`src/rtl/rtc_time_counter.sv`:
```
// Calendar time counter: 1 Hz prescaler, binary ss/mm/hh/dd/mo/yyyy with Gregorian leap years,
// and an edit mode that steps one field at a time without carries.
module rtc_time_counter #(
  parameter int CLK_HZ   = 50_000_000,
  parameter int YEAR_MIN = 2000,
  parameter int YEAR_MAX = 2999
) (
  input  logic        clk,
  input  logic        rst_n,
  input  logic        en,
  input  logic        edit_mode,
  input  logic [2:0]  field_sel,
  input  logic        inc_pulse,
  input  logic        dec_pulse,
  output logic [5:0]  binary_seconds,
  output logic [5:0]  binary_minutes,
  output logic [4:0]  binary_hours,
  output logic [4:0]  binary_day,
  output logic [3:0]  binary_month,
  output logic [11:0] binary_year,
  output logic        sec_tick
);

  localparam int          PW       = (CLK_HZ > 1) ? $clog2(CLK_HZ) : 1;
  localparam logic [PW-1:0] PRESC_TC = PW'(CLK_HZ - 1);
  localparam logic [11:0] YMIN_V   = 12'(YEAR_MIN);
  localparam logic [11:0] YMAX_V   = 12'(YEAR_MAX);

  typedef enum logic [2:0] {
    F_SS = 3'd0,
    F_MM = 3'd1,
    F_HH = 3'd2,
    F_DD = 3'd3,
    F_MO = 3'd4,
    F_YY = 3'd5
  } field_e;

  logic [PW-1:0] presc_q, presc_d;
  logic          tick_q, tick_d;
  logic          stick_q, stick_d;
  logic [5:0]    sec_q, sec_d;
  logic [5:0]    min_q, min_d;
  logic [4:0]    hour_q, hour_d;
  logic [4:0]    day_q, day_d;
  logic [3:0]    mon_q, mon_d;
  logic [11:0]   year_q, year_d;
  logic [4:0]    dim_cur;
  logic [4:0]    dim_new;

  function automatic logic is_leap(input logic [11:0] y);
    return ((y % 12'd4) == 12'd0) &&
           (((y % 12'd100) != 12'd0) || ((y % 12'd400) == 12'd0));
  endfunction

  function automatic logic [4:0] dim_f(input logic [3:0] m, input logic [11:0] y);
    logic [4:0] d;
    case (m)
      4'd4, 4'd6, 4'd9, 4'd11: d = 5'd30;
      4'd2:                    d = is_leap(y) ? 5'd29 : 5'd28;
      default:                 d = 5'd31;
    endcase
    return d;
  endfunction

  always_comb begin
    presc_d = presc_q;
    tick_d  = tick_q;
    stick_d = 1'b0;
    sec_d   = sec_q;
    min_d   = min_q;
    hour_d  = hour_q;
    day_d   = day_q;
    mon_d   = mon_q;
    year_d  = year_q;
    dim_cur = dim_f(mon_q, year_q);
    dim_new = 5'd31;

    if (edit_mode) begin
      // Holding the prescaler at 0 and dropping a pending tick gives a full first second on exit.
      presc_d = '0;
      tick_d  = 1'b0;
      if (en && (inc_pulse ^ dec_pulse)) begin
        case (field_sel)
          F_SS: begin
            if (inc_pulse) sec_d = (sec_q >= 6'd59) ? 6'd0 : sec_q + 6'd1;
            else           sec_d = (sec_q == 6'd0) ? 6'd59 : sec_q - 6'd1;
          end
          F_MM: begin
            if (inc_pulse) min_d = (min_q >= 6'd59) ? 6'd0 : min_q + 6'd1;
            else           min_d = (min_q == 6'd0) ? 6'd59 : min_q - 6'd1;
          end
          F_HH: begin
            if (inc_pulse) hour_d = (hour_q >= 5'd23) ? 5'd0 : hour_q + 5'd1;
            else           hour_d = (hour_q == 5'd0) ? 5'd23 : hour_q - 5'd1;
          end
          F_DD: begin
            if (inc_pulse) day_d = (day_q >= dim_cur) ? 5'd1 : day_q + 5'd1;
            else           day_d = (day_q <= 5'd1) ? dim_cur : day_q - 5'd1;
          end
          F_MO: begin
            if (inc_pulse) mon_d = (mon_q >= 4'd12) ? 4'd1 : mon_q + 4'd1;
            else           mon_d = (mon_q <= 4'd1) ? 4'd12 : mon_q - 4'd1;
          end
          F_YY: begin
            if (inc_pulse) year_d = (year_q >= YMAX_V) ? YMIN_V : year_q + 12'd1;
            else           year_d = (year_q <= YMIN_V) ? YMAX_V : year_q - 12'd1;
          end
          default: ;
        endcase
        dim_new = dim_f(mon_d, year_d);
        if (day_d > dim_new) day_d = dim_new;
      end
    end else if (en) begin
      if (presc_q == PRESC_TC) begin
        presc_d = '0;
        tick_d  = 1'b1;
      end else begin
        presc_d = presc_q + 1'b1;
        tick_d  = 1'b0;
      end

      if (tick_q) begin
        stick_d = 1'b1;
        if (sec_q >= 6'd59) begin
          sec_d = 6'd0;
          if (min_q >= 6'd59) begin
            min_d = 6'd0;
            if (hour_q >= 5'd23) begin
              hour_d = 5'd0;
              if (day_q >= dim_cur) begin
                day_d = 5'd1;
                if (mon_q >= 4'd12) begin
                  mon_d  = 4'd1;
                  year_d = (year_q >= YMAX_V) ? YMIN_V : year_q + 12'd1;
                end else begin
                  mon_d = mon_q + 4'd1;
                end
              end else begin
                day_d = day_q + 5'd1;
              end
            end else begin
              hour_d = hour_q + 5'd1;
            end
          end else begin
            min_d = min_q + 6'd1;
          end
        end else begin
          sec_d = sec_q + 6'd1;
        end
      end
    end
  end

  always_ff @(posedge clk or negedge rst_n) begin
    if (!rst_n) begin
      presc_q <= '0;
      tick_q  <= 1'b0;
      stick_q <= 1'b0;
      sec_q   <= '0;
      min_q   <= '0;
      hour_q  <= '0;
      day_q   <= 5'd1;
      mon_q   <= 4'd1;
      year_q  <= YMIN_V;
    end else begin
      presc_q <= presc_d;
      tick_q  <= tick_d;
      stick_q <= stick_d;
      sec_q   <= sec_d;
      min_q   <= min_d;
      hour_q  <= hour_d;
      day_q   <= day_d;
      mon_q   <= mon_d;
      year_q  <= year_d;
    end
  end

  assign binary_seconds = sec_q;
  assign binary_minutes = min_q;
  assign binary_hours   = hour_q;
  assign binary_day     = day_q;
  assign binary_month   = mon_q;
  assign binary_year    = year_q;
  assign sec_tick       = stick_q;

endmodule

```
`config.mk`:
```
export PLATFORM = sky130hd
export DESIGN_NAME = rtc_time_counter
export DESIGN_NICKNAME = d
export VERILOG_FILES = /design/src/rtl/rtc_time_counter.sv
export SDC_FILE = /design/constraint.sdc
export NUM_CORES = 1
export LEC_CHECK = 0
export CORE_MARGIN = 2
export CORE_UTILIZATION = 62
export CTS_CLUSTER_DIAMETER = 40
export DETAILED_ROUTE_END_ITERATION = 12
export GPL_TIMING_DRIVEN = 0
export PLACE_DENSITY = 0.83
export SLEW_MARGIN = 20
export SYNTH_ARGS = -nofsm -noshare
export SYNTH_HDL_FRONTEND = slang
export SYNTH_SLANG_ARGS = --single-unit
```
`constraint.sdc`:
```
create_clock -name clk -period 7.4 [get_ports clk]
set_input_delay 1.11 -clock clk [delete_from_list [all_inputs] [get_ports clk]]
set_output_delay 1.11 -clock clk [all_outputs]
set_load 0.005 [all_outputs]
```
Word-level counts from Yosys, hierarchy flattened
Index checks and enable logic that the tools add are counted.
{"block": "totals", "mem_count": 0, "mem_bits_ro": 0, "inputBits": 9, "output_inout_bits": 39, "ram_bits": 0, "ff_bits": 66, "latch_bits": 0}
{"block": "op_classes", "shifts": 0, "n_eq_ne": 20, "reduce_logical": 30, "bitwise": 1, "n_mux": 85, "div": 4, "n_mul": 0, "add_sub_neg": 13, "magnitude_cmp": 10}
{"operator": "$mux 12", "count": 15}
{"operator": "$mux 5", "count": 26}
{"operator": "$mux 6", "count": 17}
{"operator": "$mux 26", "count": 3}
{"operator": "$mux 4", "count": 14}
{"operator": "$logic_not 12->1", "count": 4}
{"operator": "$add 26x1->26 const B", "count": 1}
{"operator": "$eq 26x26->1 const B", "count": 1}
{"operator": "$mod 12x7->12 const B", "count": 2}
{"operator": "$mod 12x9->12 const B", "count": 2}
{"operator": "$reduce_bool 12->1", "count": 2}
{"operator": "$eq 4x3->1 const B", "count": 4}
{"operator": "$eq 4x4->1 const B", "count": 4}
{"operator": "$reduce_bool 2->1", "count": 7}
{"operator": "$add 12x1->12 const B", "count": 1}
{"operator": "$add 6x1->6 const B", "count": 2}
{"operator": "$ge 12x12->1 const B", "count": 1}
{"operator": "$ge 6x6->1 const B", "count": 2}
{"operator": "$le 12x11->1 const B", "count": 1}
{"operator": "$logic_not 6->1", "count": 2}
{"operator": "$reduce_and 6->1", "count": 2}
{"operator": "$sub 12x1->12 const B", "count": 1}
{"operator": "$sub 6x1->6 const B", "count": 2}
{"operator": "$add 5x1->5 const B", "count": 2}
{"operator": "other kinds (26)", "count": 45}

Logic depth before layout (Yosys ltp)
{"block": "depth", "word_depth": 18, "mapped_depth": 33}

Worst setup path after synthesis
Ideal clock, no wire load.
{"block": "synth_timing", "path_kind": "register to register", "startpoint": "reg year_q[8], in the netlist binary_year[8]", "endpoint": "reg day_q[1], in the netlist binary_day[1]", "setup_time_ps": 134, "path_stages_with_launch": 34, "arrival_time_ps": 6328, "setup_slack_ps": 938, "required_ps": 7266, "cell_sequence": "dfstp_2 -> buf_2 -> or3_1 -> buf_2 -> a21oi_1 -> a221oi_2 -> o2111ai_1 -> a31oi_2 -> o221ai_1 -> a221oi_1 -> nor2_1 -> o211a_1 -> a311o_1 -> or3_1 -> mux2_2 -> nor4_1 -> nor2_1 -> ha_1 -> nand2b_1 -> a21oi_1 -> or3b_2 -> clkbuf_1 -> nand3_1 -> o21ai_0 -> nand2_1 -> o21ai_0 -> ha_1 -> a21oi_1 -> a21oi_1 -> o2111ai_1 -> mux2i_1 -> o21ai_0 -> nand2_1 -> o21ai_0"}
{"block": "synth_between", "elab_chain_cells": 18}
{"element": "from (decl)", "line_no": "46", "text": "logic [11:0] year_q, year_d;"}
{"element": "from (signal assigned)", "line_no": "174", "text": "year_q <= year_d;"}
{"element": "$sub 12x1->12, or another cell as far along", "line_no": "106", "text": "else year_d = (year_q <= YMIN_V) ? YMAX_V : year_q - 12'd1;"}
{"element": "$mux 12 (on tied branches)", "line_no": "106, 105"}
{"element": "$mux 12", "line_no": "105", "text": "if (inc_pulse) year_d = (year_q >= YMAX_V) ? YMIN_V : year_q + 12'd1;"}
{"element": "$mux 12", "line_no": "83", "text": "case (field_sel)"}
{"element": "$mux 12", "line_no": "82", "text": "if (en && (inc_pulse ^ dec_pulse)) begin"}
{"element": "$mux 12", "line_no": "78", "text": "if (edit_mode) begin"}
{"element": "$mod 12x7->12 / $mod 12x9->12 (equally long branches)", "line_no": "52", "text": "(((y % 12'd100) != 12'd0) || ((y % 12'd400) == 12'd0));"}
{"element": "$reduce_bool 12->1 / $logic_not 12->1 (equally long branches)", "line_no": "52"}
{"element": "[2 not listed]"}
{"element": "$mux 1", "line_no": "59", "text": "4'd2: d = is_leap(y) ? 5'd29 : 5'd28;"}
{"element": "$pmux 2 s2", "line_no": "57", "text": "case (m)"}
{"element": "$mux 5", "line_no": "82"}
{"element": "$mux 5", "line_no": "78"}
{"element": "$gt 5x5->1", "line_no": "111", "text": "if (day_d > dim_new) day_d = dim_new;"}
{"element": "$mux 5", "line_no": "111"}
{"element": "$mux 5", "line_no": "82"}
{"element": "$mux 5 *", "line_no": "78"}
{"element": "to (signal assigned)", "line_no": "172", "text": "day_q <= day_d;"}
{"element": "to (decl)", "line_no": "44", "text": "logic [4:0] day_q, day_d;"}
Every way passes the cells marked *; elsewhere a longest branch is shown, timed or not. The select of a mux whose other input is x is not followed.
A chain may end at the register's enable or synchronous reset.

Worst setup path after layout
{"block": "layout_timing", "startpoint": "reg year_q[10], in the netlist binary_year[10]", "endpoint": "reg day_q[1], in the netlist binary_day[1]"}
Same word-level chain as after synthesis.

==> summary.md <==
| Metric | Value |
|---|---|
| Max Fclk | `0.1411 GHz` |
| Hold_buf cts | `0` |
| Drt initial violations | `1073` |
| H-Tree Level Count | `3` |
| CTS buffer count | `9` |
| Status | `completed` |
| Max clock buf depth | `2` |
| CTS tree | `done` |
| Inserted Diodes | `0` |
| Pleak | `3.337 nW` |
| Worst setup EP type | `flop` |
| First-pass detailed-route iteration total | `6` |
| Top cells by area, synth | `dfrtp_1 (19%), a21oi_1 (6.1%), nand2_1 (5.1%)` |
| Starting Density | `63.00%` |
| Period minus WS final | `7.085 ns` |
| GRT Util Overall | `35.03%` |
| Hold Slack | `0.4953 ns` |
| Number of global-route vias before repair | `7676` |
| Core footprint | `11960 um^2` |
| Share of layout cells above drive strength 1 | `11.22%` |
| GPL Wtd Cong | `0.9680` |
| # rows | `40` |
| ANT nets after route | `0` |
| Sequential area share after synthesis | `22.05%` |
| Post-synth net total | `1061` |
| CP max stage delay | `0.59 ns` |
| CP startpoint | `binary_year[10]` |
| Clock Skew | `0.008038 ns` |
| Yosys warnings | `0` |
| Type of origin of the critical path | `flop` |
| Endpoints failing setup | `0` |
| Crit path DAT | `7.32 ns` |
| Crit Path Class | `reg2reg` |
| Register area | `1662 um^2` |
| Distinct cells, synth | `96` |
| Clk_lat worst skew | `0.35 ns` |
| Vias per std cell | `6.996` |
| Largest net degree at the start of global routing | `45` |
| I/O Pins | `48` |
| Worst min path class | `reg2reg` |
| DRC violations left | `0` |
| First-pass GRT wire length | `37670 um` |
| Worst r2r src | `binary_year[10]` |
| Setup slack after layout | `0.3146 ns` |
| Yosys top cell area share | `19.26%` |
| Design Area, Final | `8768 um^2` |
| Synthesized flop and latch total | `66` |
| Wirelength per Cell | `18.98 um` |
| Port Buffers | `45` |
| Post-synth ARST share | `100.0%` |
| Fillers | `1000` |
| Required time worst endpoint | `7.63 ns` |
| Final Hold Vio Count | `0` |
| Number of flops mapped to enable cells by yosys | `0` |
| Die span in x | `114.3 um` |
| CP max FO | `10` |
| Power Dens Cells | `332.0 nW/um^2` |
| Post-Place Cells | `1222` |
| FF-to-FF path depth | `32` |
| WL final | `23590 um` |
| Post-Place Setup Slack | `-0.1694 ns` |
| Synth Cell Area | `7536 um^2` |
| Fin. max-slew vios | `0` |
| R2r setup slk | `0.31 ns` |
| Die height | `114.3 um` |
| Critical Path End | `binary_day[1]` |
| Total number of vias | `8696` |
| Top_reg_cell synth | `dfrtp_1` |
| Initial antenna violation count | `0` |
| Die Footprint | `13050 um^2` |
| Critical-path top delay cell | `dfstp_2` |
| Non-filler cells, final | `1243` |
| Final Cycle Share | `95.75%` |
| Placed cell area | `8195 um^2` |
| DP HPWL | `16440 um` |
| Synthesized area per cell | `7.324 um^2` |
| Max Cap Viol | `0` |
| Area growth, synth to finish | `16.35%` |
| GRT overflow | `0` |
| Final nets | `1123` |
| Root buffer cell | `clkbuf_16` |
| Area taken by multi-input logic gates | `5678 um^2` |
| Clk slew on worst S/H paths | `0.06 ns` |
| Mapped Cells | `1029` |
| Power consumption | `0.002911 W` |
| Most area-hungry cell type in the Yosys netlist | `dfrtp_1` |
| Worst-Margin Slew | `0.8935 ns` |
| Max-slew headroom | `39.98%` |
| FF-to-FF End | `binary_day[1]` |
| Clock sink count | `66` |
| Worst vdd ir | `0.0002592 V` |
==> through the flow <==
step,util (%),setup TNS (ns)
floorplan,-,0
global placement,68.31,-0.09959
detailed placement,68.51,-0.7805
CTS,71.24,0
global route,73.31,-0.4651
finish,73.31,0
==> power breakdown <==
part	switching [W]	internal [W]	total, W
combinational	0.00118	0.000759	0.00194
sequential	0.0000933	0.000423	0.000516
clock	0.000183	0.000271	0.000454
==> synth_stat cells, drive strengths merged (15+ instances only) <==
master,number
ha,23
a21oi,94
o21ai,82
clkbuf,47
buf,22
nand4,16
nand2,103
nand3,44
dfrtp,58
nor3,33
a31oi,15
nor2,98
inv,33
o22ai,18
and3,17
a211oi,15
or3,20
xor2,16
==> what timing repair did <==
action,4_1_cts,5_1_grt
buffers inserted,0,5
resized for setup,4,45
setup endpoints to repair,11,17
pin swaps,1,4
==> critical path: cells and delay by family, from the launching register on <==
family | cells | cell delay (ns)
AOI/OAI and AO/OA | 15 | 2.94
adders and majority gates | 2 | 0.61
buffers and inverters | 2 | 0.46
DFF | 1 | 0.59
muxes | 2 | 0.46
and+or+nand+nor | 11 | 1.91
==> how the worst min path moves through the flow <==
stage,from,endpoint,slack [ns],cells past startpoint
after floorplan,presc_q[14],presc_q[14],0.45,2
after global placement,presc_q[14],presc_q[14],0.49,2
after detailed placement,presc_q[14],presc_q[14],0.48,2
after CTS,presc_q[14],presc_q[14],0.50,2
after global routing,presc_q[14],presc_q[14],0.57,2
final,presc_q[14],presc_q[14],0.50,2
==> cell usage in the layout (no fill, tap or decap), drive strengths merged, types with 18 or more instances in the layout <==
master,n
nor2,98
inv,34
o22ai,18
o21ai,82
clkdlybuf4s50,44
clkbuf,61
nand3,44
a21oi,94
nand2,103
or3,20
buf,25
nor3,33
dfrtp,58
ha,23
==> layer usage <==
metal,track usage [%],part of all wire [%],vias to the layer above
li1,-,-,4049
met1,50.38,44,4120
met2,54.92,45,472
met3,4.711,8.5,55
met4,10.49,2.3,0
met5,0,0,-
==> flip-flops by register name, indices dropped and copies added (netlist names) <==
name	cells
binary_seconds	6
binary_year	12
binary_hours	5
presc_q	26
sec_tick	1
binary_month	4
tick_q	1
binary_minutes	6
binary_day	5
==> cells by family (layout without fill, tap and decap cells) <==
family                     count (synthesis)  in the layout  share of synthesized area [%]
xor gates and xnor gates                  28             28                          3.254
muxes                                     14             14                          2.109
DFF                                       66             66                          22.05
AOI/OAI and AO/OA                        387            387                          36.05
buffers and inverters                    102            169                          5.479
and+or+nand+nor                          409            409                          27.25
adders and majority gates                 23             23                          3.819
==> final cells by class <==
cell class	count	share of cell area, %
plain buffers	69	3.467
clock buffers	10	2.725
clock inverters	6	0.7420
inverters	33	1.413
multi-input cells	861	64.75
flip-flops and latches	66	18.95
well taps	147	2.098
repair buffers	51	5.850
Power figures use the tool's default switching activity.
==> RTL edit 1: new RTL, same settings <==
The parameter `CLK_HZ` goes from 50_000_000 to 25_000_000.
--- a/src/rtl/rtc_time_counter.sv
+++ b/src/rtl/rtc_time_counter.sv
@@ -1,7 +1,7 @@
 // Calendar time counter: 1 Hz prescaler, binary ss/mm/hh/dd/mo/yyyy with Gregorian leap years,
 // and an edit mode that steps one field at a time without carries.
 module rtc_time_counter #(
-  parameter int CLK_HZ   = 50_000_000,
+  parameter int CLK_HZ   = 25_000_000,
   parameter int YEAR_MIN = 2000,
   parameter int YEAR_MAX = 2999
 ) (
Check against the original RTL: no difference found for any inputs over 4 cycles, from zero or initial values and one cycle with rst_n low; that may be too few to reach the edited logic, so the function may still have changed.
==> RTL edit 1 against the original RTL <==
- cell count is 6.0% higher
- setup slack got worse by 0.070 ns
- count of clock-buffer cells in the layout fell by 1
- critical endpoint unchanged
- sequential power increased by 1%
- sequential cell count shrank 1
- largest power group unchanged
- die area increased by 3.9%
- cell area rose by 4.6%
- power increased by 1.2%
- synthesized cell count is 4.5% higher
- routed wire length is 8.1% higher
- synthesized area up 4.0%
==> RTL edit 1: results (changes against the original RTL) <==
CTS
  • Post-cts resize count: 13 (was 4)
  • Postcts setup bufs: 2 (was 0)

Final layout
  • Fraction of area in multi-input gates: 65.30% (was 64.75%)
  • Fill count: 1005 (was 1000)
  • Max reg flops: 25 (was 26)
  • Multi-input combinational cell count: 908 (was 861)
  • FF+latch area: 1637 um2 (was 1662 um2)
  • Sequential cell area share: 17.84% (was 18.95%)
  • Count of clock buffers in the final design: 9 (was 10)
  • Plain + repair buffers: 133 (was 120)
  • Seq_cells: 65 (was 66)
  • Nets: 1173 (was 1123)
  • Clock-cell share of area: 3.301% (was 3.467%)

Route
  • Met2 wire len: 11.84 mm (was 10.71 mm)
  • DR iter-0 viols: 1289 (was 1073)
  • Routed wl met3: 1.914 mm (was 2.011 mm)
  • Via/cell ratio: 6.946 (was 6.996)
  • Vias: 9155 (was 8696)

Place
  • DP Area: 8542 um2 (was 8195 um2)
  • Post-DP HPWL: 18.06 mm (was 16.44 mm)

Setup path
  • Crit path DAT: 7.36 ns (was 7.32 ns)
  • CP peak stage delay: 0.57 ns (was 0.59 ns)

Synth
  • Synthesized Nets: 1107 (was 1061)
  • Most frequent cells after synthesis: nor2_1, nand2_1, o21ai_0 (was nand2_1, nor2_1, a21oi_1)
  • Top cells by area, synth: dfrtp_1, o21ai_0, a21oi_1 (was dfrtp_1, a21oi_1, nand2_1)
  • Post-synth cell types: 104 (was 96)
  • Post-synthesis sequential area ratio: 20.88% (was 22.05%)

Global routing
  • Tot GR Track Use: 36.83% (was 35.03%)
  • First-pass GRT wire length: 39.90 mm (was 37.67 mm)
  • Met1 usage: 46.99% (was 50.38%)
  • Grt met3 use: 6.124% (was 4.711%)
  • Vias in the first global route: 8261 (was 7676)

Power and ir drop
  • Comb pwr share: 67.2% (was 66.7%)
  • Leakage power: 3.530 nW (was 3.337 nW)

STA
  • Worst slew margin: 42.04% (was 39.98%)

Outcome
  • Status: finished, final reports clean (unchanged)
RTL edit 1: final timing paths:
check / startpoint / to / slack (ns) / cells past startpoint
min: presc_q[4]$_DFFE_PN0N_ / presc_q[4]$_DFFE_PN0N_ / 0.50 / 1
min in group asynchronous: rst_n / binary_seconds[5]$_DFFE_PN0P_ / 0.68 / 1
max in group asynchronous: rst_n / binary_month[0]$_DFFE_PN1P_ / 6.13 / 2
max: binary_year[10]$_DFFE_PN1P_ / binary_day[1]$_DFFE_PN0P_ / 0.24 / 34
max reg2reg: binary_year[10]$_DFFE_PN1P_ / binary_day[1]$_DFFE_PN0P_ / 0.24 / 34
min reg2reg: presc_q[4]$_DFFE_PN0N_ / presc_q[4]$_DFFE_PN0N_ / 0.50 / 1
RTL edit 1: logic make-up after synthesis:
family	after synthesis	share of synthesized area (%)
compound gates	401	35.37
fa+ha+maj	25	3.927
xor+xnor	22	2.458
buf+inv	102	5.746
mux	13	1.724
simple gates	447	29.90
flops	65	20.88
==> RTL edit 2: new RTL, same settings <==
Without the edit above. Register the output `binary_minutes` once more, cleared by the reset; this adds one clock of latency there. The other outputs are not delayed to match.
--- a/src/rtl/rtc_time_counter.sv
+++ b/src/rtl/rtc_time_counter.sv
@@ -176,7 +176,13 @@
   end
 
   assign binary_seconds = sec_q;
-  assign binary_minutes = min_q;
+  always_ff @(posedge clk or negedge rst_n) begin
+    if (!rst_n) begin
+      binary_minutes <= '0;
+    end else begin
+      binary_minutes <= min_q;
+    end
+  end
   assign binary_hours   = hour_q;
   assign binary_day     = day_q;
   assign binary_month   = mon_q;
Check against the original RTL: not equivalent (Yosys sat finds a counterexample within 4 cycles, from zero or initial values and one cycle with rst_n low).
==> RTL edit 2 against the original RTL <==
- the run now ends with design-rule violations left
- clock skew shrank 0.0012 ns
- synthesized area about the same
- power fell by 27%
- cell area rose by 2.6%
- sequential cell count up 6
- routed wire length fell by 0.18%
- core utilization is 1.9 points higher
- setup slack improved by 0.035 ns
- fmax increased by 0.50%
- critical path type unchanged
- sequential power increased by 12%
==> RTL edit 2: results (changes against the original RTL) <==
Global routing
  • Vias in the first global route: 7770 (was 7676)
  • First-pass GRT wire length: 37.76 mm (was 37.67 mm)
  • Tot GR Track Use: 35.60% (was 35.03%)

Outcome
  • Failing checks: design-rule violations
  • Status: complete, but fails checks (was finished, final reports clean)

Route
  • Via/cell ratio: 6.854 (was 6.996)
  • DRC violations left: 1 (was 0)
  • Detailed Route WL: 23.55 mm (was 23.59 mm)
  • DR iter-0 viols: 1130 (was 1073)
  • TritonRoute pass-1 iters: 10 (was 6)

Place
  • Post-DP HPWL: 16.52 mm (was 16.44 mm)
  • DP Area: 8192 um2 (was 8195 um2)
  • RePlAce Congestion: 1.009 (was 0.9680)

Worst hold path
  • Hold Crit Depth: 0 (was 2)
  • Hold path start: min_q[3]$_DFFE_PN0P_ (was presc_q[14]$_DFFE_PN0N_)
  • Hold Path Sink: binary_minutes[3]$_DFF_PN0_ (was presc_q[14]$_DFFE_PN0N_)

STA
  • Worst Clk Skew: 0.006839 ns (was 0.008038 ns)
  • Slew @ Worst Pin: 0.8496 ns (was 0.8935 ns)

Synth
  • Xor/xnor share of the synthesized area: 3.251% (was 3.254%)
  • Compound-cell area share of the yosys netlist: 33.76% (was 36.05%)
  • Adder-Cell Fraction of Synth Area: 3.816% (was 3.819%)
  • Post-synth cell types: 91 (was 96)
  • Synthesized Nets: 1073 (was 1061)
  • Post-synthesis sequential area ratio: 24.02% (was 22.05%)
  • Top cells by area, synth: dfrtp_1, o21ai_0, nor2_1 (was dfrtp_1, a21oi_1, nand2_1)
  • Most frequent cells after synthesis: nor2_1, nand2_1, o21ai_0 (was nand2_1, nor2_1, a21oi_1)
  • Proportion of synthesized area in mux cells: 1.493% (was 2.109%)

Final layout
  • Layout cell share with drive strength beyond 1: 13.48% (was 11.22%)
  • Nets: 1147 (was 1123)

Setup path
  • Crit path DAT: 7.28 ns (was 7.32 ns)
  • Slowest stage cell on the critical path: dfrtp_2 (was dfstp_2)
  • Reg2Reg Depth: 26 (was 32)
  • FF-to-FF Start: binary_year[0]$_DFFE_PN0P_ (was binary_year[10]$_DFFE_PN1P_)
  • Crit-path max FO: 8 (was 10)
  • R2R setup slack: 0.35 ns (was 0.31 ns)

Power and ir drop
  • Leakage power: 3.421 nW (was 3.337 nW)
  • Max VDD drop: 0.1936 mV (was 0.2592 mV)
## RTL edit 2: worst max-delay path by stage
stage | start | end | slack (ns) | cells past startpoint
final | binary_year[0]$_DFFE_PN0P_ | binary_day[1]$_DFFE_PN0P_ | 0.35 | 26
after global placement | field_sel[2] | binary_day[1]$_DFFE_PN0P_ | -1.01 | 27
after CTS | inc_pulse | binary_day[1]$_DFFE_PN0P_ | 0.02 | 26
after floorplan | field_sel[0] | binary_day[1]$_DFFE_PN0P_ | 0.44 | 27
after detailed placement | field_sel[2] | binary_day[1]$_DFFE_PN0P_ | -1.19 | 26
after global routing | inc_pulse | binary_day[1]$_DFFE_PN0P_ | -0.03 | 28
## RTL edit 2: area by class of cell
class                           instances  area [um2]  share of cell area (%)
Multi-Input combinational cell        872        5659                   62.93
Sequential cell                        72        1815                   20.19
Timing Repair Buffer                   63       608.1                   6.762
Buffer                                 70       344.1                   3.826
Clock buffer                           10       229.0                   2.546
Tap cell                              147       183.9                   2.045
Inverter                               27       107.6                   1.197
Clock inverter                          6       45.04                  0.5009
## RTL edit 2: metrics by stage
stage / power [mW] / hold slack (ns) / instances
after floorplan: 1.274 / 0.3519 / 1041
after global placement: 1.593 / 0.3585 / 1232
after detailed placement: 1.608 / 0.3701 / 1233
after CTS: 2.053 / 0.3840 / 1257
after global routing: 2.274 / 0.3977 / 1267
final: 2.130 / 0.3802 / 1267
## RTL edit 2: cell families after synthesis
| kind of cell | Yosys count |
|---|---|
| buf+inv | 97 |
| fa+ha+maj | 23 |
| compound gates | 370 |
| flops | 72 |
| mux | 11 |
| simple gates | 440 |
| xor+xnor | 28 |
## RTL edit 2: timing repair
| item | CTS | global route |
|---|---|---|
| cloned | 0 | 0 |
| buffers inserted | 8 | 10 |
| resized for setup | 32 | 81 |
| setup endpoints to repair | 2 | 2 |
| pin swaps | 8 | 17 |
## RTL edit 2: report_power, final
group | switching, mW | internal [mW]
combinational | 0.653 | 0.481
clock | 0.191 | 0.229
sequential | 0.101 | 0.475
total | 0.944 | 1.19
## RTL edit 2: layer usage
metal / part of all wire (%) / GRT usage, %
met1: 44 / 50.28
met2: 44 / 53.89
met3: 9.5 / 7.570
met4: 2.5 / 12.76
met5: 0 / 0
